## src/rtl/uart_chan_arbiter.sv

```systemverilog
// Multi-channel UART TX pump: per-channel byte FIFOs, round-robin arbitration,
// optional SYNC / channel-id / data framing toward a single UART_TX.
module uart_chan_arbiter #(
  parameter int         NUM_CH     = 8,
  parameter int         FIFO_DEPTH = 32,
  parameter logic [7:0] SYNC_BYTE  = 8'hA5,
  parameter int         FRAME_MODE = 1
) (
  input  logic                  clk,
  input  logic                  rst,
  input  logic [NUM_CH-1:0]     ch_valid_i,
  input  logic [NUM_CH*8-1:0]   ch_data_i,
  output logic [NUM_CH-1:0]     ch_full_o,
  output logic [NUM_CH-1:0]     ovf_o,
  input  logic [NUM_CH-1:0]     ovf_clr_i,
  output logic                  uart_tx_en_o,
  output logic [7:0]            uart_tx_data_o,
  input  logic                  uart_tx_busy_i,
  output logic                  busy_o
);

  // state     | meaning
  // S_IDLE    | pick next non-empty channel, strobe its FIFO read
  // S_POP     | FIFO read data in flight
  // S_LATCH   | capture popped byte
  // S_TX_SYNC | send SYNC_BYTE when UART free
  // S_TX_CH   | send channel id when UART free
  // S_TX_DATA | send data byte, record last grant
  typedef enum logic [2:0] {
    S_IDLE, S_POP, S_LATCH, S_TX_SYNC, S_TX_CH, S_TX_DATA
  } state_t;

  localparam int CW = (NUM_CH > 1) ? $clog2(NUM_CH) : 1;
  localparam int PW = $clog2(FIFO_DEPTH);
  localparam int NW = PW + 1;

  state_t            state, state_next;
  logic [NUM_CH-1:0] empty, full, wr_en, rd_en, ovf_set;
  logic [7:0]        rd_data [NUM_CH];
  logic [CW-1:0]     grant, last_grant, pick;
  logic              pick_found, rd_strobe, fire, holdoff, tx_ok;
  logic [7:0]        tx_byte, data_q;

  for (genvar k = 0; k < NUM_CH; k++) begin : g_fifo
    logic [7:0]    mem [FIFO_DEPTH];
    logic [PW-1:0] wr_ptr, rd_ptr;
    logic [NW-1:0] count;
    logic [7:0]    rd_q;

    // full is taken from the registered count, so a same-cycle pop never frees a slot
    assign full[k]    = (count == NW'(FIFO_DEPTH));
    assign empty[k]   = (count == '0);
    assign wr_en[k]   = ch_valid_i[k] & ~full[k];
    assign rd_en[k]   = rd_strobe & (pick == CW'(k));
    assign ovf_set[k] = ch_valid_i[k] & full[k];
    assign rd_data[k] = rd_q;

    always_ff @(posedge clk) begin
      if (wr_en[k]) mem[wr_ptr] <= ch_data_i[8*k +: 8];
    end

    always_ff @(posedge clk or posedge rst) begin
      if (rst) begin
        wr_ptr <= '0;
        rd_ptr <= '0;
        count  <= '0;
        rd_q   <= '0;
      end else begin
        if (wr_en[k]) wr_ptr <= wr_ptr + 1'b1;
        if (rd_en[k]) begin
          rd_ptr <= rd_ptr + 1'b1;
          rd_q   <= mem[rd_ptr];
        end
        case ({wr_en[k], rd_en[k]})
          2'b10:   count <= count + 1'b1;
          2'b01:   count <= count - 1'b1;
          default: ;
        endcase
      end
    end
  end

  assign ch_full_o = full;

  // round-robin: the lowest offset from last_grant+1 wins
  always_comb begin
    int idx;
    idx        = 0;
    pick       = '0;
    pick_found = 1'b0;
    for (int i = NUM_CH; i >= 1; i--) begin
      idx = (int'(last_grant) + i) % NUM_CH;
      if (!empty[CW'(idx)]) begin
        pick       = CW'(idx);
        pick_found = 1'b1;
      end
    end
  end

  assign tx_ok = ~uart_tx_busy_i & ~holdoff;

  always_ff @(posedge clk or posedge rst) begin
    if (rst) state <= S_IDLE;
    else     state <= state_next;
  end

  always_comb begin
    state_next = state;
    rd_strobe  = 1'b0;
    fire       = 1'b0;
    tx_byte    = 8'h00;
    case (state)
      S_IDLE: begin
        if (pick_found) begin
          rd_strobe  = 1'b1;
          state_next = S_POP;
        end
      end
      S_POP:   state_next = S_LATCH;
      S_LATCH: state_next = (FRAME_MODE != 0) ? S_TX_SYNC : S_TX_DATA;
      S_TX_SYNC: begin
        tx_byte = SYNC_BYTE;
        if (tx_ok) begin
          fire       = 1'b1;
          state_next = S_TX_CH;
        end
      end
      S_TX_CH: begin
        tx_byte = 8'(grant);
        if (tx_ok) begin
          fire       = 1'b1;
          state_next = S_TX_DATA;
        end
      end
      S_TX_DATA: begin
        tx_byte = data_q;
        if (tx_ok) begin
          fire       = 1'b1;
          state_next = S_IDLE;
        end
      end
      default: state_next = S_IDLE;
    endcase
  end

  always_ff @(posedge clk or posedge rst) begin
    if (rst) begin
      grant          <= '0;
      last_grant     <= CW'(NUM_CH - 1);
      data_q         <= '0;
      holdoff        <= 1'b0;
      uart_tx_en_o   <= 1'b0;
      uart_tx_data_o <= '0;
      ovf_o          <= '0;
      busy_o         <= 1'b0;
    end else begin
      uart_tx_en_o <= fire;
      // UART_TX raises busy one cycle late; ignore busy for the cycle after a pulse
      holdoff      <= fire;
      if (fire) uart_tx_data_o <= tx_byte;
      if (rd_strobe) grant <= pick;
      if (state == S_LATCH) data_q <= rd_data[grant];
      if (fire && state == S_TX_DATA) last_grant <= grant;
      ovf_o  <= ovf_set | (ovf_o & ~ovf_clr_i);
      busy_o <= (state != S_IDLE) | ~(&empty);
    end
  end

endmodule

```

## config.mk

```make
export PLATFORM = sky130hd
export DESIGN_NAME = uart_chan_arbiter
export DESIGN_NICKNAME = d
export VERILOG_FILES = /design/src/rtl/uart_chan_arbiter.sv
export SDC_FILE = /design/constraint.sdc
export NUM_CORES = 2
export LEC_CHECK = 0
export CAP_MARGIN = 20
export CORE_MARGIN = 2
export CORE_UTILIZATION = 53
export DETAILED_ROUTE_END_ITERATION = 8
export GPL_TIMING_DRIVEN = 1
export PLACE_DENSITY = 0.74
export SYNTH_ARGS = -nofsm -noshare
export SYNTH_HDL_FRONTEND = slang
export SYNTH_SLANG_ARGS = --single-unit
```

## constraint.sdc

```tcl
create_clock -name clk -period 9.7 [get_ports clk]
set_clock_uncertainty 0.1 [all_clocks]
set_input_delay 1.94 -clock clk [delete_from_list [all_inputs] [get_ports clk]]
set_output_delay 1.94 -clock clk [all_outputs]
set_load 0.05 [all_outputs]
```

==> flow_summary.toml <==
[sta]
slew_violations = 0
tightestPinTransition_ps = 1160
setup-violations-final = 0
slew_headroom_pct = 22.4
setup-tns-final_ps = 0
max_freq_mhz = 141
rsz0062_at_grt = "false"
setup_ws_ps = 2600
finalHoldViolations = 0
fin_crit_ps = 7100
post-route-period-util_pct = 73.2

[yosys]
syn_nets = 4613
synth_cell_type_count = 74
syn_area_per_cell_um2 = 20.7
synth-seq-area-share_pct = 73.3
synth_edf_count = 2048
synth-main-ff-cell = "edfxtp_1"
yosysWarnings = 0
syn-cell-area_mm2 = 0.0917
ys_ff_latch = 2275
synthArstFlopShare_pct = 9.98
synthCells = 4440

[routing]
ant_nets = 0
drt_iter0_drc = 4977
routed_wl_um = 188000
dr_total_vias = 43400
drt-vias-per-instance = 6.07
firstDrtPassIters = 6
wl_per_cell_um = 26.3
drc = 0

[pwr]
peakVddDrop_mv = 0.226
p_leak_nw = 33.5
power_density_mw_per_mm2 = 278

[critical_path]
crit_path_end_kind = "flop"
path_cells = "clkinv_1 > ha_1 > inv_2 > or3_1 > and2_1 > mux4_2 > nor2_1 > a211o_1 > nand3_1 > nor3_4 > ha_1 > ha_1 > a21o_1 > a21oi_1 > o21bai_1 > a21oi_1 > xnor2_1 > nor2_1 > xor2_1"
worstPathRequired_ps = 10350
path_buf_inv = 2
crit_family = "simple AND/OR/NAND/NOR gates"
crit_top_cell = "ha_1"
startpoint_type = "flop"
cp.depth = 19
cp.arrival_ps = 7750
rr_worst_depth = 19
slowest_delay_ps = 900
crit_fanout = 18
worst-setup-path-type = "reg2reg"
crit_slowest_cell = "nor3_4"

[place]
dp_hpwl_um = 116000
portBuffers = 108
dp_worst_setup_slack_ps = 2690
gp_congestion = 0.918

[floorplan]
die_area_mm2 = 0.176
rows = 152
die_w_um = 420
start_util_pct = 53.4
io_pins = 109
coreArea_mm2 = 0.172
dieHeight_um = 420

[clock_tree]
root_buffer = "clkbuf_16"
numCtsBuffers = 217
clkTransAtPathRegs_ps = 60
postCtsSetupRepairBufs = 0
htree_levels = 4
clk_latency_ps = 870
clock-sinks = 2275
ctsHoldBuffers = 0
cts_resized = 0
tritoncts = "yes"
cts_buffer_depth = 3

[global_route]
gr-total-overflow = 0
track_usage_pct = 21.6
grt_pass1_wl_um = 284000
antenna_found_initial = 5
grt_max_degree = 126
grt_pass1_vias = 43400

[worst_hold_path]
hp-class = "reg2reg"
min_path_cells = 1

[cells_and_area]
synthToLayoutAreaGrowth_pct = 13.0
fillers = 11700
drive_above_1_share_pct = 26.3
finalNetCount = 4809
utilization_pct = 60.3

[flow_run]
cap_violations = 0

[run_status]
outcome = "complete, no violations"
==> Yosys cell counts (all sizes together), types with 9 or more instances <==
library cell     n  area, µm²
or2             13       81.3
buf             90        408
nor2b            9       56.3
ha              82       1030
nand4           22        138
edfxtp        2048      61500
o21bai           9       78.8
or3b            14        123
dfrtp          224       5610
nand2          148        556
o21ai           76        380
inv             80        300
nor2           310       1160
xnor2           64        561
nand3           28        150
mux2           142       1780
nor3            22        166
and3            15       93.8
mux2i           11        110
a21oi           30        161
nor4            20        203
or3             16        100
a31oi           10       62.6
nand3b          16        120
a21o            18        136
mux4           662      14900
clkbuf         138        518
xor2            42        368
==> cell usage in the layout, fill, tap and decap left out, types with 17 or more instances in the layout <==
cell type	instances
edfxtp_1	2048
mux4_2	662
nor2_1	310
clkbuf_16	222
dfrtp_1	208
nand2_1	148
clkdlybuf4s50_1	108
ha_1	82
mux2_2	78
inv_1	76
o21ai_0	73
xnor2_1	64
clkbuf_1	52
clkinv_1	50
mux2_4	48
xor2_1	42
clkinv_2	34
buf_4	30
a21oi_1	29
buf_16	29
buf_8	28
nand3_1	26
nand4_1	22
nor3_1	17
a21o_1	17
bufinv_16	17
==> sequential cells by signal, summed over array words and instances, names as in the netlist <==
register	flops
g_fifo.wr_ptr	40
g_fifo.rd_ptr	40
g_fifo.rd_q	64
last_grant	3
g_fifo.mem	2048
state	3
grant	3
holdoff	1
g_fifo.count	48
data_q	8
uart_tx_data_o	8
ovf_o	8
busy_o	1
==> logic make-up (layout without fill, tap and decap cells) <==
kind of cell	Yosys count	count (layout)	share of synthesized area (%)
and+or+nand+nor	653	653	3.38
AOI/OAI and AO/OA	191	191	1.39
buffers and inverters	310	700	1.35
adders and majority gates	90	90	1.29
xor gates and xnor gates	106	106	1.01
muxes	815	815	18.3
DFF	2275	2275	73.3
other	0	2	0
==> power by group <==
part | total, mW | switching, mW | internal, mW
logic | 7.77 | 4.01 | 3.75
clock network | 8.39 | 3.66 | 4.73
registers | 12.6 | 0.977 | 11.6
total | 28.8 | 8.65 | 20.1
==> cell type report <==
type | count | area, µm² | share of cell area [%]
Tap cell | 2310 | 2890 | 2.79
Clock inverter | 129 | 1330 | 1.28
Sequential cell | 2275 | 67200 | 64.9
Timing Repair Buffer | 205 | 2720 | 2.62
Inverter | 82 | 315 | 0.304
Multi-Input combinational cell | 1855 | 23300 | 22.5
Antenna cell | 2 | 5.00 | 0.00483
Clock buffer | 284 | 5840 | 5.64
==> through the flow <==
step	hold slack, ps	instances	power [mW]	cell area, µm²
after CTS	393	7080	28.9	102000
after floorplan	347	4440	18.1	91700
after global placement	375	6661	20.3	95000
after global routing	412	7141	29.9	104000
after detailed placement	383	6667	20.5	95200
final	393	7142	28.8	104000
==> final timing paths <==
path                                     from                  end  slack, ps
max                             last_grant[0]   g_fifo[0].count[5]       2600
min                        g_fifo[7].count[5]   g_fifo[7].count[5]        390
max reg2reg                     last_grant[0]   g_fifo[0].count[5]       2600
min reg2reg                g_fifo[7].count[5]   g_fifo[7].count[5]        390
max in group asynchronous                 rst  g_fifo[6].rd_ptr[0]       6550
min in group asynchronous                 rst             ovf_o[0]       1480
==> routing by layer <==
metal	track usage, %	part of all wire (%)	up-vias
met1	32.5	42	22900
li1	-	-	18500
met5	0	0.012	-
met3	3.37	7.0	275
met4	5.96	2.5	4
met2	33.5	48	1723
Power figures use the tool's default switching activity.
